===== src/rtl/fetch_stage.sv =====
`default_nettype none
// ==================================================================================================
// fetch_stage : ARM instruction-fetch front end -- PC, in-order imem requests, response FIFO and
//               Decode register with redirect/discard. Optional macro FETCH_PERF_EN adds counters.
// Revision    : 1.0
// ==================================================================================================
module fetch_stage #(
   parameter int unsigned DEPTH    = 4,
   parameter logic [31:0] RESET_PC = 32'h0
) (
   input  logic        clk,
   input  logic        reset,
   output logic        ImemReqFet,
   output logic [31:0] ImemAdrFet,
   input  logic        ImemValid,
   input  logic [31:0] ImemRdata,
   input  logic        StallFet,
   input  logic        StallDec,
   input  logic        FlushDec,
   input  logic        BranchTakenExe,
   input  logic [31:0] ALUResultExe,
   input  logic        PCSrcWri,
   input  logic [31:0] ResultWri,
   output logic [31:0] InstrDec,
   output logic [31:0] PCPlus8Dec,
   output logic        ValidDec
`ifdef FETCH_PERF_EN
   ,
   output logic [31:0] FetchCnt,
   output logic [31:0] DropCnt
`endif
);

   localparam int unsigned PW = $clog2(DEPTH);
   localparam int unsigned CW = $clog2(DEPTH + 1);
   localparam int unsigned DW = 16;
   localparam logic [CW:0] CREDITS = DEPTH[CW:0];

   logic [31:0]   pc;
   logic [31:0]   resp_pc;
   logic [CW-1:0] inflight;
   logic [CW-1:0] fifo_count;
   logic [DW-1:0] discard;
   logic [PW-1:0] rd_ptr;
   logic [PW-1:0] wr_ptr;
   logic [31:0]   fifo_instr [DEPTH];
   logic [31:0]   fifo_addr  [DEPTH];

   logic [31:0]   instr_dec;
   logic [31:0]   pc8_dec;
   logic          valid_dec;

   logic          redirect;
   logic [31:0]   target;
   logic [CW:0]   credit_used;
   logic          issue;
   logic          resp_drop;
   logic          resp_live;
   logic          dec_load;
   logic          pop;
   logic          bypass;
   logic          push;

   assign redirect    = BranchTakenExe | PCSrcWri;
   assign target      = (BranchTakenExe ? ALUResultExe : ResultWri) & 32'hFFFF_FFFC;

   // inflight counts only live requests; stale ones move to discard on redirect and stop holding credit
   assign credit_used = {1'b0, inflight} + {1'b0, fifo_count};
   assign issue       = !reset && !StallFet && !redirect && (credit_used < CREDITS);

   assign resp_drop   = ImemValid && (discard != '0);
   assign resp_live   = ImemValid && (discard == '0) && (inflight != '0);

   assign dec_load    = !StallDec && !FlushDec && !redirect;
   assign pop         = dec_load && (fifo_count != '0);
   assign bypass      = dec_load && (fifo_count == '0) && resp_live;
   assign push        = resp_live && !redirect && !bypass;

   assign ImemReqFet  = issue;
   assign ImemAdrFet  = pc & 32'hFFFF_FFFC;
   assign InstrDec    = instr_dec;
   assign PCPlus8Dec  = pc8_dec;
   assign ValidDec    = valid_dec;

   // resp_pc tracks the address of the next live response, so the FIFO needs no per-request tag
   always_ff @(posedge clk or posedge reset) begin
      if (reset) begin
         pc      <= RESET_PC;
         resp_pc <= RESET_PC & 32'hFFFF_FFFC;
      end else if (redirect) begin
         pc      <= target;
         resp_pc <= target;
      end else begin
         if (issue)
            pc <= pc + 32'd4;
         if (resp_live)
            resp_pc <= resp_pc + 32'd4;
      end
   end

   always_ff @(posedge clk or posedge reset) begin
      if (reset) begin
         inflight <= '0;
         discard  <= '0;
      end else if (redirect) begin
         inflight <= '0;
         discard  <= discard - DW'(resp_drop) + DW'(inflight) - DW'(resp_live);
      end else begin
         inflight <= inflight + CW'(issue) - CW'(resp_live);
         discard  <= discard - DW'(resp_drop);
      end
   end

   always_ff @(posedge clk or posedge reset) begin
      if (reset) begin
         fifo_count <= '0;
         rd_ptr     <= '0;
         wr_ptr     <= '0;
      end else if (redirect) begin
         fifo_count <= '0;
         rd_ptr     <= '0;
         wr_ptr     <= '0;
      end else begin
         fifo_count <= fifo_count + CW'(push) - CW'(pop);
         if (push)
            wr_ptr <= wr_ptr + PW'(1);
         if (pop)
            rd_ptr <= rd_ptr + PW'(1);
      end
   end

   always_ff @(posedge clk) begin
      if (push) begin
         fifo_instr[wr_ptr] <= ImemRdata;
         fifo_addr[wr_ptr]  <= resp_pc;
      end
   end

   always_ff @(posedge clk or posedge reset) begin
      if (reset) begin
         valid_dec <= 1'b0;
         instr_dec <= 32'h0;
         pc8_dec   <= 32'h0;
      end else if (redirect || FlushDec) begin
         valid_dec <= 1'b0;
         instr_dec <= 32'h0;
         pc8_dec   <= 32'h0;
      end else if (!StallDec) begin
         if (pop) begin
            valid_dec <= 1'b1;
            instr_dec <= fifo_instr[rd_ptr];
            pc8_dec   <= fifo_addr[rd_ptr] + 32'd8;
         end else if (bypass) begin
            valid_dec <= 1'b1;
            instr_dec <= ImemRdata;
            pc8_dec   <= resp_pc + 32'd8;
         end else begin
            valid_dec <= 1'b0;
            instr_dec <= 32'h0;
            pc8_dec   <= 32'h0;
         end
      end
   end

`ifdef FETCH_PERF_EN
   logic [31:0] fetch_cnt;
   logic [31:0] drop_cnt;
   logic [31:0] drop_inc;

   // a live response landing in a redirect cycle is lost as well, alongside any cleared FIFO entries
   assign drop_inc = 32'(resp_drop) + 32'(redirect && resp_live) + (redirect ? 32'(fifo_count) : 32'd0);

   always_ff @(posedge clk or posedge reset) begin
      if (reset) begin
         fetch_cnt <= 32'h0;
         drop_cnt  <= 32'h0;
      end else begin
         fetch_cnt <= fetch_cnt + 32'(issue);
         drop_cnt  <= drop_cnt + drop_inc;
      end
   end

   assign FetchCnt = fetch_cnt;
   assign DropCnt  = drop_cnt;
`endif

endmodule
`default_nettype wire


===== config.mk =====
export PLATFORM = sky130hd
export DESIGN_NAME = fetch_stage
export DESIGN_NICKNAME = d
export VERILOG_FILES = /design/src/rtl/fetch_stage.sv
export SDC_FILE = /design/constraint.sdc
export NUM_CORES = 1
export LEC_CHECK = 0
export BUFFER_PORTS_ARGS = -buffer_cell sky130_fd_sc_hd__buf_4
export CAP_MARGIN = 40
export CELL_PAD_IN_SITES_DETAIL_PLACEMENT = 1
export CELL_PAD_IN_SITES_GLOBAL_PLACEMENT = 1
export CORE_MARGIN = 5
export CORE_UTILIZATION = 48
export CTS_CLUSTER_SIZE = 40
export DETAILED_ROUTE_END_ITERATION = 16
export PLACE_DENSITY_LB_ADDON = 0.1
export SETUP_SLACK_MARGIN = 0.15
export SLEW_MARGIN = 30
export SYNTH_ARGS = -nofsm -noshare
export SYNTH_HDL_FRONTEND = slang
export SYNTH_SLANG_ARGS = --single-unit

===== constraint.sdc =====
create_clock -name clk -period 5.55 [get_ports clk]
set_input_delay 0.555 -clock clk [delete_from_list [all_inputs] [get_ports clk]]
set_output_delay 0.555 -clock clk [all_outputs]
set_load 0.005 [all_outputs]

## Yosys cells after proc, flatten, opt, wreduce, memory -nomap -nowiden

Memories as Yosys holds them, arrays and structs flattened.
Cells that the tools add are included.

| word-level totals | value |
|---|---|
| register bits after elaboration | 155 |
| memory bits (writable) | 256 |
| bits of input ports | 104 |
| output and inout bits | 98 |
| memories kept | 2 |

Memories:

| name | depth | bits a word | rd ports | clocked after memory_dff | write ports | line | RTL |
|---|---|---|---|---|---|---|---|
| fifo_addr | 4 | 32 | 1 | 0 | 1 | 47 | `logic [31:0] fifo_addr [DEPTH];` |
| fifo_instr | 4 | 32 | 1 | 0 | 1 | 46 | `logic [31:0] fifo_instr [DEPTH];` |

| operators by class | value |
|---|---|
| add/subtract/negate cells | 14 |
| $lt $le $gt $ge | 1 |
| equal/unequal tests | 1 |
| multiplexer cells | 26 |
| bitwise logic cells | 1 |
| reductions and logical operators | 29 |

Operators with widths:

| cell | number |
|---|---|
| $mux 32 | 13 |
| $add 32x3->32 const B | 2 |
| $add 32x4->32 const B | 2 |
| $sub 16x1->16 | 2 |
| $add 16x3->16 | 1 |
| $logic_not 16->1 | 1 |
| $mux 16 | 1 |
| $reduce_bool 16->1 | 1 |
| $logic_and 1x1->1 | 13 |
| $mux 2 | 4 |
| $reduce_bool 2->1 | 4 |
| $add 3x1->3 | 2 |
| $logic_not 1->1 | 6 |
| $mux 1 | 6 |
| $mux 3 | 2 |
| $reduce_bool 3->1 | 2 |
| $sub 3x1->3 | 2 |
| $add 2x1->2 const B | 2 |
| $add 3x3->4 | 1 |
| $lt 4x3->1 const B | 1 |
| $logic_not 3->1 | 1 |
| $ne 2x1->1 const B | 1 |
| $logic_or 1x1->1 | 1 |
| $or 1x1->1 | 1 |

## Depth between registers and ports, before layout

Gate-level depths: netlist of run 1.

| logic depth | value |
|---|---|
| depth in word-level cells | 10 |
| depth in mapped cells | 19 |

## Worst setup path before layout of run 1

OpenSTA, ideal clock, no wires.

| timing path | value |
|---|---|
| path kind | reg2reg |
| start | register discard[8] |
| end | register discard[15] |
| setup time | 0.125 ns |
| arrival | 3.869 ns |
| required time | 5.425 ns |
| slack | 1.556 ns |
| cell stages (with the launch flop) | 20 |
| buffers on the path | 2 |
| cells stage by stage | dfrtp_1 > clkbuf_1 > nor3_1 > and2_1 > a31oi_1 > ha_1 > ha_1 > nor3b_1 > nand2_1 > or3_1 > xnor2_1 > inv_1 > ha_1 > clkbuf_1 > nand2_1 > o21ai_0 > or4_1 > a21o_1 > o211a_1 > xnor2_1 |

| on the way | value |
|---|---|
| cells in the longest elaborated chain, start to end | 6 |

Ends and longest elaborated chain:

| element | line | RTL |
|---|---|---|
| start, declared | 43 | `logic [DW-1:0] discard;` |
| start signal, assigned | 107 | `discard <= discard - DW'(resp_drop) + DW'(inflight) - DW'(resp_live);` |
| start signal, assigned | 110 | `discard <= discard - DW'(resp_drop);` |
| $reduce_bool 16->1 | 71 | `assign resp_drop = ImemValid && (discard != '0);` |
| $logic_and 1x1->1 | 71 |  |
| $sub 16x1->16 | 107, 110 |  |
| $add 16x3->16 | 107 |  |
| $sub 16x1->16 | 107 |  |
| $mux 16 * | 105 | `end else if (redirect) begin` |

Every way passes the cells marked *; elsewhere a longest branch is shown, timed or not.
A chain may end at the register's enable or synchronous reset.

## Final worst setup path of run 1

| timing path | value |
|---|---|
| start | register discard[7] |
| end | register discard[13] |

The elaborated chain is that of the path after synthesis.

==> results of run 1 <==
[repair_timing]
item                       in CTS  in global routing
hold buffers                    0                  1
setup buffers                   0                  0
gates resized for setup         0                  0
hold endpoints to repair        0                 14
setup endpoints to repair       0                  0
[path summary, 6_finish.rpt]
check,depth (start not counted),slack (ps),endpoint
worst max-delay path,15,1020,discard[13]$_DFF_PP0_
worst min-delay path,1,220,fifo_instr[1][29]$_DFFE_PP_
worst max register to register,15,1020,discard[13]$_DFF_PP0_
worst min register to register,1,480,InstrDec[26]$_DFFE_PP0P_
max in group asynchronous,5,3740,rd_ptr[0]$_DFFE_PP0P_
min in group asynchronous,3,490,InstrDec[25]$_DFFE_PP0P_
[through the flow]
step	instances	power [uW]	area, sq um	utilization [%]	hold slack (ps)
final	2312	7940	22700	57.2	215
after global routing	2312	8360	22700	57.2	193
after CTS	2306	8000	22600	56.9	180
after detailed placement	2228	5120	21200	53.4	468
after global placement	2227	5050	21100	53.3	460
after floorplan	1568	4650	19200	-	463
[routing by layer]
metal	track usage [%]	up-vias	routed length, microns
li1	-	6273	-
met1	33.8	6994	23800
met2	40.0	402	25900
met3	4.17	65	2870
met4	5.13	0	991
met5	0	-	0
[power groups by stage]
stage | logic [uW] | registers, uW | clock network (uW)
final | 1590 | 3490 | 2860
after detailed placement | 1580 | 3540 | 0
after global placement | 1520 | 3530 | 0
after global routing | 1790 | 3510 | 3070
after CTS | 1590 | 3490 | 2920
after floorplan | 1190 | 3460 | 0
[cells in the final DEF, fill, tap and decap left out, drive strengths merged, types with 35 or more instances in the layout]
cell type	synthesis	final
clkbuf	45	61
o21ai	105	105
xnor2	51	51
dfrtp	150	150
a21oi	154	154
edfxtp	248	248
nand2	163	163
buf	40	224
mux4	62	62
a21o	35	35
a22oi	46	46
inv	56	58
nor2	68	68
nand3	83	83
[cells by family (layout without fill, tap and decap cells)]
kind of cell | after synthesis | in the layout
muxes | 72 | 72
DFF | 398 | 398
adders and majority gates | 37 | 37
buffers and inverters | 141 | 360
other | 1 | 2
AOI/OAI and AO/OA | 406 | 406
and+or+nand+nor | 431 | 431
xor gates and xnor gates | 81 | 81
[flip-flops by register name (all words and copies together), names as in the netlist]
signal,count
InstrDec,32
PCPlus8Dec,31
ValidDec,1
discard,16
fifo_addr,120
fifo_count,3
fifo_instr,128
inflight,3
pc,30
rd_ptr,2
resp_pc,30
wr_ptr,2
[final cells by class]
cell class	count	area share, %
flip-flops and latches	398	49.4
inverters	56	0.949
clock inverters	18	0.817
multi-input cells	1029	32.6
repair buffers	226	7.92
well taps	525	2.90
clock buffers	60	5.39
==> impl_metrics.toml, run 1 <==
[route]
wl_per_cell_microns = 23.2
drt-initial-drc-count = 898
vias_per_cell = 5.94
dr.pass1.iters = 5
vias = 13700
wirelength_microns = 53600
drc = 0
ant_nets = 0

[setup_path]
critPathSlowestCell = "or3b_2"
crit_path_end_kind = "flip-flop"
crit_family = "compound AO/OA/AOI/OAI gates"
reg2reg_from = "discard[7]$_DFF_PP0_"
crit_chain = "nor3_1 -> and2_1 -> a31oi_1 -> ha_1 -> ha_1 -> or3b_2 -> o21ai_0 -> inv_1 -> ha_1 -> a2111oi_0 -> o21ai_0 -> nand3_1 -> a311oi_2 -> o41ai_1 -> mux2i_1"
crit_path_start_kind = "flip-flop"
critical_path_required_ps = 6020
crit_start = "discard[7]$_DFF_PP0_"
cp_slowest_stage_delay_ps = 510
cp.arrival_ps = 5000
path_max_fanout = 9
cp_num_buf_inv = 1
critical_path_class = "flip-flop to flip-flop"
crit_top_cell = "ha_1"

[timing]
finalSetupTns_ps = 0
final-setup-viol-count = 0
finalCriticalPeriod_ps = 4530
finClkSkew_ps = 19.2
post-route-period-util_pct = 81.7
max_freq_mhz = 221
hold_viol = 0
rsz0062_at_grt = "false"
tightest_slew_ps = 773
fin_ws_ps = 1020
drv_slew = 0
slew_headroom_pct = 48.5

[floorplan]
die_w_microns = 210
die-area_sq_mm = 0.0440
chipHeight_microns = 210
initial_core_util_pct = 48.4
core_area_sq_mm = 0.0396
rows = 73
io_pins = 202

[logic_synthesis]
syn_area_sq_mm = 0.0192
ys_warn_count = 0
synth_xor_area_share_pct = 3.70
synthSimpleGateAreaFrac_pct = 11.2
synthMuxAreaShare_pct = 8.12
synth_top_family_by_area = "compound AO/OA/AOI/OAI gates"
synth_top_area_share_pct = 38.8
synth_ff_type = "edfxtp_1"
synthTopCellsByCount = "248 x edfxtp_1, 162 x nand2_1, 154 x a21oi_1"
synth_adder_area_share_pct = 2.53
synth_cells = 1567
syn_avg_cell_area_sq_um = 12.2
synthTopCellsByArea = "edfxtp_1 39%, dfrtp_1 20%, mux4_2 5.4%"
synthArstFlopShare_pct = 37.7
synth_seq_cells = 398
synth_edf_count = 248
synth_top_cell_by_area = "edfxtp_1"
synth_most_common_cell = "edfxtp_1"
yosys.cell_types.count = 77
synth_compound_area_share_pct = 12.8
ys_seq_area_share_pct = 58.4

[placement]
place_ws_ps = 1020
routabilityCongestion = 0.845
hpwlAfterDp_microns = 36000
place.port_buffers = 195

[power]
vdd_drop_max_mv = 0.204
sw_frac_of_total_pct = 28.7
seqPwrFrac_pct = 44.0
internal-power_uw = 5660
p_leak_uw = 0.00872
power_frac_clock_pct = 36.0
power_frac_comb_pct = 20.0
cellPowerDensity_mw_per_mm2 = 350
power.switching_uw = 2280

[clocking]
cts_made_buffers = 43
cts_root_buffer = "clkbuf_16"
clk_pin_slew_ps = 60
clk_latency_ps = 550
cts_tree = "built"
htreeDepth = 2
cts_max_path_buffers = 3
cts.sinks = 398

[finish]
seq_area_sq_mm = 0.0112
n_fill_cell = 4086
num_antenna_cells = 0
syn_to_final_growth_pct = 18.2
multi_input_area_sq_mm = 0.00739
layout-drive-gt1-share_pct = 20.7
num-nets-final = 1895

[min_path]
hold_path.class = "primary input to flip-flop"
min-delay-start = "ImemRdata[29]"

[global_routing]
antenna_found_initial = 0
grt.overflow.total = 0
track_usage_pct = 24.1
grt_pass1_vias = 14600
grt_pass1_wl_microns = 84400
grt_max_degree = 78

[flow_run]
maxCapViolCount = 0

[outcome]
status = "completed"
No activity file was read; power rests on OpenSTA's default activity.
==> run 2: changes to the inputs <==
==> constraint.sdc (replaced) <==
create_clock -name clk -period 4.5 [get_ports clk]
set_input_delay 0.45 -clock clk [delete_from_list [all_inputs] [get_ports clk]]
set_output_delay 0.45 -clock clk [all_outputs]
set_load 0.005 [all_outputs]
==> run 2 against run 1 <==
Hold slack worse by 95 ps; fmax grew 11%; cell area rose by 0.50%; combinational power increased by 37%; wire length up 3.6%; first-iteration DRC count down 0.78%; power grew 26%; core utilization is 0.29 points higher; via count is 1.5% higher; sequential power grew 23%; non-clock buffer count is 9 higher; clock power up 23%; largest cell class unchanged; largest power group unchanged.
==> impl_metrics.toml, run 2 (synthesis results as in run 1) <==
[outcome]
status = "completed"

[clocking]
cts_made_buffers = 44
cts.sinks = 398
cts_max_path_buffers = 3
clk_pin_slew_ps = 70
htreeDepth = 2
clk_latency_ps = 560
cts_tree = "built"
cts_root_buffer = "clkbuf_16"

[timing]
drv_slew = 0
max_freq_mhz = 246
final-setup-viol-count = 0
hold_viol = 0
rsz0062_at_grt = "false"
tightest_slew_ps = 801
post-route-period-util_pct = 90.4
finClkSkew_ps = 37.3
slew_headroom_pct = 46.1
finalSetupTns_ps = 0
finalCriticalPeriod_ps = 4070

[setup_path]
crit_family = "simple AND/OR/NAND/NOR gates"
critical_path_class = "flip-flop to flip-flop"
crit_path_start_kind = "flip-flop"
crit_path_end_kind = "flip-flop"
cp_num_buf_inv = 1
path_max_fanout = 7
cp_slowest_stage_delay_ps = 520
critical_path_required_ps = 4950
cp.arrival_ps = 4510
r2r_cells = 16
critPathSlowestCell = "or4_1"
cp_num_cells = 16
crit_chain = "or4_1 -> nor2_1 -> a31oi_1 -> ha_2 -> ha_2 -> nor3b_1 -> buf_4 -> xnor2_1 -> ha_1 -> o21ai_0 -> a21oi_1 -> or4_1 -> a21oi_2 -> o31ai_4 -> and4bb_2 -> nor3_1"

[finish]
final_cell_mix = "248 x edfxtp_1, 227 x buf_4, 162 x nand2_1"
num-nets-final = 1905
layout-drive-gt1-share_pct = 22.0
multi_input_area_sq_mm = 0.00745
fin_area_sq_mm = 0.0228
largest_reg_flops = 128
top_register = "fifo_instr"
seq_area_sq_mm = 0.0112
num_antenna_cells = 0
final_common_cell = "edfxtp_1"
n_fill_cell = 4124
syn_to_final_growth_pct = 18.8

[placement]
placed_area_sq_mm = 0.0213
hpwlAfterDp_microns = 37100
place.port_buffers = 195
routabilityCongestion = 0.841

[route]
vias = 13900
wirelength_microns = 55500
dr.pass1.iters = 4
vias_per_cell = 6.00
ant_nets = 0
wl_per_cell_microns = 23.9
drc = 0
drt-initial-drc-count = 891

[power]
cellPowerDensity_mw_per_mm2 = 438
power.switching_uw = 2960
power_frac_comb_pct = 21.8
power_frac_clock_pct = 35.3
vdd_drop_max_mv = 0.242
sw_frac_of_total_pct = 29.7
p_leak_uw = 0.00876
internal-power_uw = 7010
seqPwrFrac_pct = 42.9

[global_routing]
track_usage_pct = 24.8
grt.overflow.total = 0
grt_pass1_vias = 14900
antenna_found_initial = 0
grt_max_degree = 151
grt_pass1_wl_microns = 87000

[floorplan]
core_area_sq_mm = 0.0396
die_w_microns = 210
io_pins = 202
chipHeight_microns = 210
die-area_sq_mm = 0.0440
initial_core_util_pct = 48.4
rows = 73

[min_path]
min_path_cells = 1
hold_path.class = "primary input to flip-flop"

[flow_run]
maxCapViolCount = 0
run 2: changes by cell type in the layout (fill, tap and decap cells not counted), moves of 2 or more:
| cell | previous run | this run |
|---|---|---|
| clkbuf_8 | 6 | 1 |
| dfrtp_1 | 148 | 144 |
| clkinv_1 | 6 | 3 |
| clkinvlp_4 | 1 | 4 |
| ha_2 | 0 | 3 |
| o21ai_1 | 7 | 9 |
| dfrtp_2 | 1 | 5 |
| clkbuf_16 | 44 | 46 |
| o21ai_0 | 98 | 96 |
| clkinv_2 | 3 | 9 |
| clkbuf_1 | 10 | 14 |
| buf_4 | 216 | 227 |
| ha_1 | 34 | 31 |
run 2: routing by layer:
layer,part of all wire [%],vias to the layer above,track usage [%]
li1,-,6287,-
met1,44,7209,34.3
met2,50,378,42.4
met3,4.7,70,3.50
met4,1.7,0,5.33
met5,0,-,0
run 2: layout make-up:
type / count / share of cell area [%]
tap: 525 / 2.88
clock inverter: 21 / 0.796
inverter: 56 / 0.939
timing repair buffer: 235 / 8.11
clock buffer: 61 / 5.34
multi-input combinational: 1029 / 32.7
sequential: 398 / 49.2
run 2: metrics by stage:
step / power (uW) / hold slack, ps / worst slack, ps / utilization, % / instances
floorplan: 5730 / 463 / 506 / - / 1568
global placement: 6270 / 461 / 283 / 53.6 / 2239
detailed placement: 6370 / 466 / 96.3 / 53.6 / 2239
CTS: 9920 / 92.4 / 156 / 57.2 / 2321
global route: 10500 / 99.8 / 143 / 57.5 / 2325
finish: 9970 / 120 / 432 / 57.5 / 2325
run 2: final timing paths:
kind | startpoint | endpoint | slack, ps
worst max-delay path | discard[3]$_DFF_PP0_ | discard[12]$_DFF_PP0_ | 430
worst min-delay path | ImemRdata[22] | fifo_instr[0][22]$_DFFE_PP_ | 120
worst max register to register | discard[3]$_DFF_PP0_ | discard[12]$_DFF_PP0_ | 430
worst min register to register | InstrDec[16]$_DFFE_PP0P_ | InstrDec[16]$_DFFE_PP0P_ | 480
max in group asynchronous | reset | rd_ptr[0]$_DFFE_PP0P_ | 3070
min in group asynchronous | reset | InstrDec[29]$_DFFE_PP0P_ | 520
run 2: timing repair:
| action | 4_1_cts | 5_1_grt |
|---|---|---|
| pin swaps | 0 | 2 |
| endpoints found under the hold margin | 0 | 38 |
| gates resized for setup | 4 | 16 |
| hold buffers | 0 | 1 |
| setup buffers | 0 | 1 |
| cloned | 0 | 0 |
| setup endpoints to repair | 3 | 7 |
run 2: power groups by stage:
stage | clock network [uW] | registers [uW] | logic [uW]
2_1_floorplan | 0 | 4260 | 1470
3_3_place_gp | 0 | 4330 | 1940
3_5_place_dp | 0 | 4340 | 2030
4_1_cts | 3570 | 4270 | 2080
5_1_grt | 3740 | 4300 | 2420
6_report | 3520 | 4280 | 2180
==> run 3: changes to the inputs <==
--- a/config.mk
+++ b/config.mk
@@ -13,7 +13,7 @@
 export CORE_UTILIZATION = 48
 export CTS_CLUSTER_SIZE = 40
 export DETAILED_ROUTE_END_ITERATION = 16
-export PLACE_DENSITY_LB_ADDON = 0.1
+export PLACE_DENSITY = 0.85
 export SETUP_SLACK_MARGIN = 0.15
 export SLEW_MARGIN = 30
 export SYNTH_ARGS = -nofsm -noshare
==> constraint.sdc (replaced) <==
create_clock -name clk -period 4.5 [get_ports clk]
set_input_delay 0.45 -clock clk [delete_from_list [all_inputs] [get_ports clk]]
set_output_delay 0.45 -clock clk [all_outputs]
set_load 0.02 [all_outputs]
==> run 3 against run 2 <==
Count of clock-buffer cells in the layout is 10 lower; sequential power is essentially flat; power increased by 2.2%; fmax shrank 4.3%; wire length is 2.8% higher; via count up 1.6%; critical path type unchanged; largest power group unchanged; highest routed layer is now met5.
==> impl_metrics.toml, run 3 (synthesis results as in run 1) <==
[setup_path]
r2r_cells = 16
cp_num_cells = 16
crit_path_start_kind = "flip-flop"
crit_top_cell = "ha_1"
path_max_fanout = 7
cp.arrival_ps = 4720
crit_path_end_kind = "flip-flop"
crit_chain = "or4_1 -> nor2_1 -> a31oi_1 -> ha_1 -> ha_1 -> xnor2_1 -> ha_1 -> inv_1 -> ha_1 -> nand2b_1 -> a21oi_1 -> or4_1 -> a21oi_2 -> o31ai_4 -> and4bb_2 -> nor3_1"
crit_family = "simple AND/OR/NAND/NOR gates"
cp_num_buf_inv = 1
cp_slowest_stage_delay_ps = 550
critical_path_required_ps = 4970
critical_path_class = "flip-flop to flip-flop"
critPathSlowestCell = "or4_1"

[clocking]
clk_pin_slew_ps = 70
holdBufCountCts = 0
cts.sinks = 398
cts_tree = "built"
cts_max_path_buffers = 3
cts_root_buffer = "clkbuf_16"
htreeDepth = 2
clk_latency_ps = 560
cts_made_buffers = 43

[timing]
finalSetupTns_ps = 0
hold_viol = 0
drv_slew = 0
tightest_slew_ps = 840
slew_headroom_pct = 44.0
finClkSkew_ps = 19.7
post-route-period-util_pct = 94.5
finalCriticalPeriod_ps = 4250
fin_ws_ps = 249
final-setup-viol-count = 0
rsz0062_at_grt = "true"
max_freq_mhz = 235

[route]
vias_per_cell = 6.11
vias = 14200
ant_nets = 0
dr.pass1.iters = 5
wl_per_cell_microns = 24.6
drt-initial-drc-count = 1021
wirelength_microns = 57100
drc = 0

[global_routing]
grt-busiest-layer = "met2"
grt_max_degree = 77
grt.met3_usage_pct = 4.45
grt_pass1_wl_microns = 88300
track_usage_pct = 25.4
grt_use_met1_pct = 32.9
grt_pass1_vias = 15200
antenna_found_initial = 1
grt.overflow.total = 0
use_met2_pct = 44.6

[finish]
final_common_cell = "edfxtp_1"
num-nets-final = 1899
num_antenna_cells = 0
largest_reg_flops = 128
instances_no_fill = 2318
final_cell_mix = "248 x edfxtp_1, 228 x buf_4, 162 x nand2_1"
n_fill_cell = 4080
syn_to_final_growth_pct = 18.5
final_util_pct = 57.3
top_register = "fifo_instr"
layout-drive-gt1-share_pct = 22.3

[placement]
place_ws_ps = 181
routabilityCongestion = 0.854
dp_cells = 2237
place.port_buffers = 195
hpwlAfterDp_microns = 39000

[power]
cellPowerDensity_mw_per_mm2 = 448
vdd_drop_max_mv = 0.253
p_leak_uw = 0.00875

[floorplan]
core_area_sq_mm = 0.0396
die_w_microns = 210
initial_core_util_pct = 48.4
die-area_sq_mm = 0.0440
chipHeight_microns = 210
io_pins = 202
rows = 73

[outcome]
status = "completed"

[flow_run]
maxCapViolCount = 0

[min_path]
hold_path.class = "primary input to async pin"
run 3: changes by cell type in the layout (fill, tap and decap cells not counted), sizes merged:
| cell | change |
|---|---|
| inv | +3 |
| buf | -3 |
| clkinvlp | +1 |
| clkinv | +1 |
| bufinv | +3 |
| dlygate4sd3 | -1 |
| clkbuf | -11 |
run 3: worst paths after layout:
path | start | endpoint | slack (ps)
setup reg to reg | discard[3]$_DFF_PP0_ | discard[12]$_DFF_PP0_ | 250
setup / recovery | discard[3]$_DFF_PP0_ | discard[12]$_DFF_PP0_ | 250
hold / removal | reset | inflight[2]$_DFF_PP0_ | 9
min in group clk | ImemRdata[22] | fifo_instr[2][22]$_DFFE_PP_ | 110
hold reg to reg | InstrDec[23]$_DFFE_PP0P_ | InstrDec[23]$_DFFE_PP0P_ | 480
max in group asynchronous | reset | rd_ptr[0]$_DFFE_PP0P_ | 3600
run 3: through the flow:
stage                     instance area [sq um]  power, uW  hold WS [ps]
after floorplan                           19200       5770           471
after global placement                    21200       6270           460
after detailed placement                  21200       6430           470
after CTS                                 22600      10100          8.46
after global routing                      22700      10700          41.6
final                                     22700      10200          9.47
run 3: layout make-up:
cell class / count / area [sq um] / share of cell area, %
Multi-Input combinational cell: 1029 / 7460 / 32.8
Clock inverter: 29 / 314 / 1.38
Inverter: 56 / 214 / 0.941
Timing Repair Buffer: 230 / 1740 / 7.67
Clock buffer: 51 / 1130 / 4.95
Tap cell: 525 / 657 / 2.89
Sequential cell: 398 / 11200 / 49.3
run 3: per-layer routing:
layer  wire length, microns  vias to the layer above
li1                       -                     6272
met1                  22800                     7261
met2                  28900                      527
met3                   3830                      105
met5                     13                        -
met4                   1460                        2
run 3: repair_timing:
item,CTS,global route
gates resized for setup,2,16
endpoints found under the hold margin,0,0
pin swaps,0,2
endpoints found under the setup margin,2,8
buffers inserted,0,1
run 3: worst reg2reg max path, stage by stage (launching register included):
cell	delay (ps)
dfrtp_2	460
or4_1	550
nor2_1	140
a31oi_1	100
ha_1	240
ha_1	250
xnor2_1	160
ha_1	280
inv_1	40
ha_1	340
nand2b_1	150
a21oi_1	120
or4_1	470
a21oi_2	330
o31ai_4	130
and4bb_2	250
nor3_1	170
run 3: power breakdown:
part | switching (uW) | internal (uW)
registers | 234 | 4060
clock network | 1500 | 2100
logic | 1360 | 935
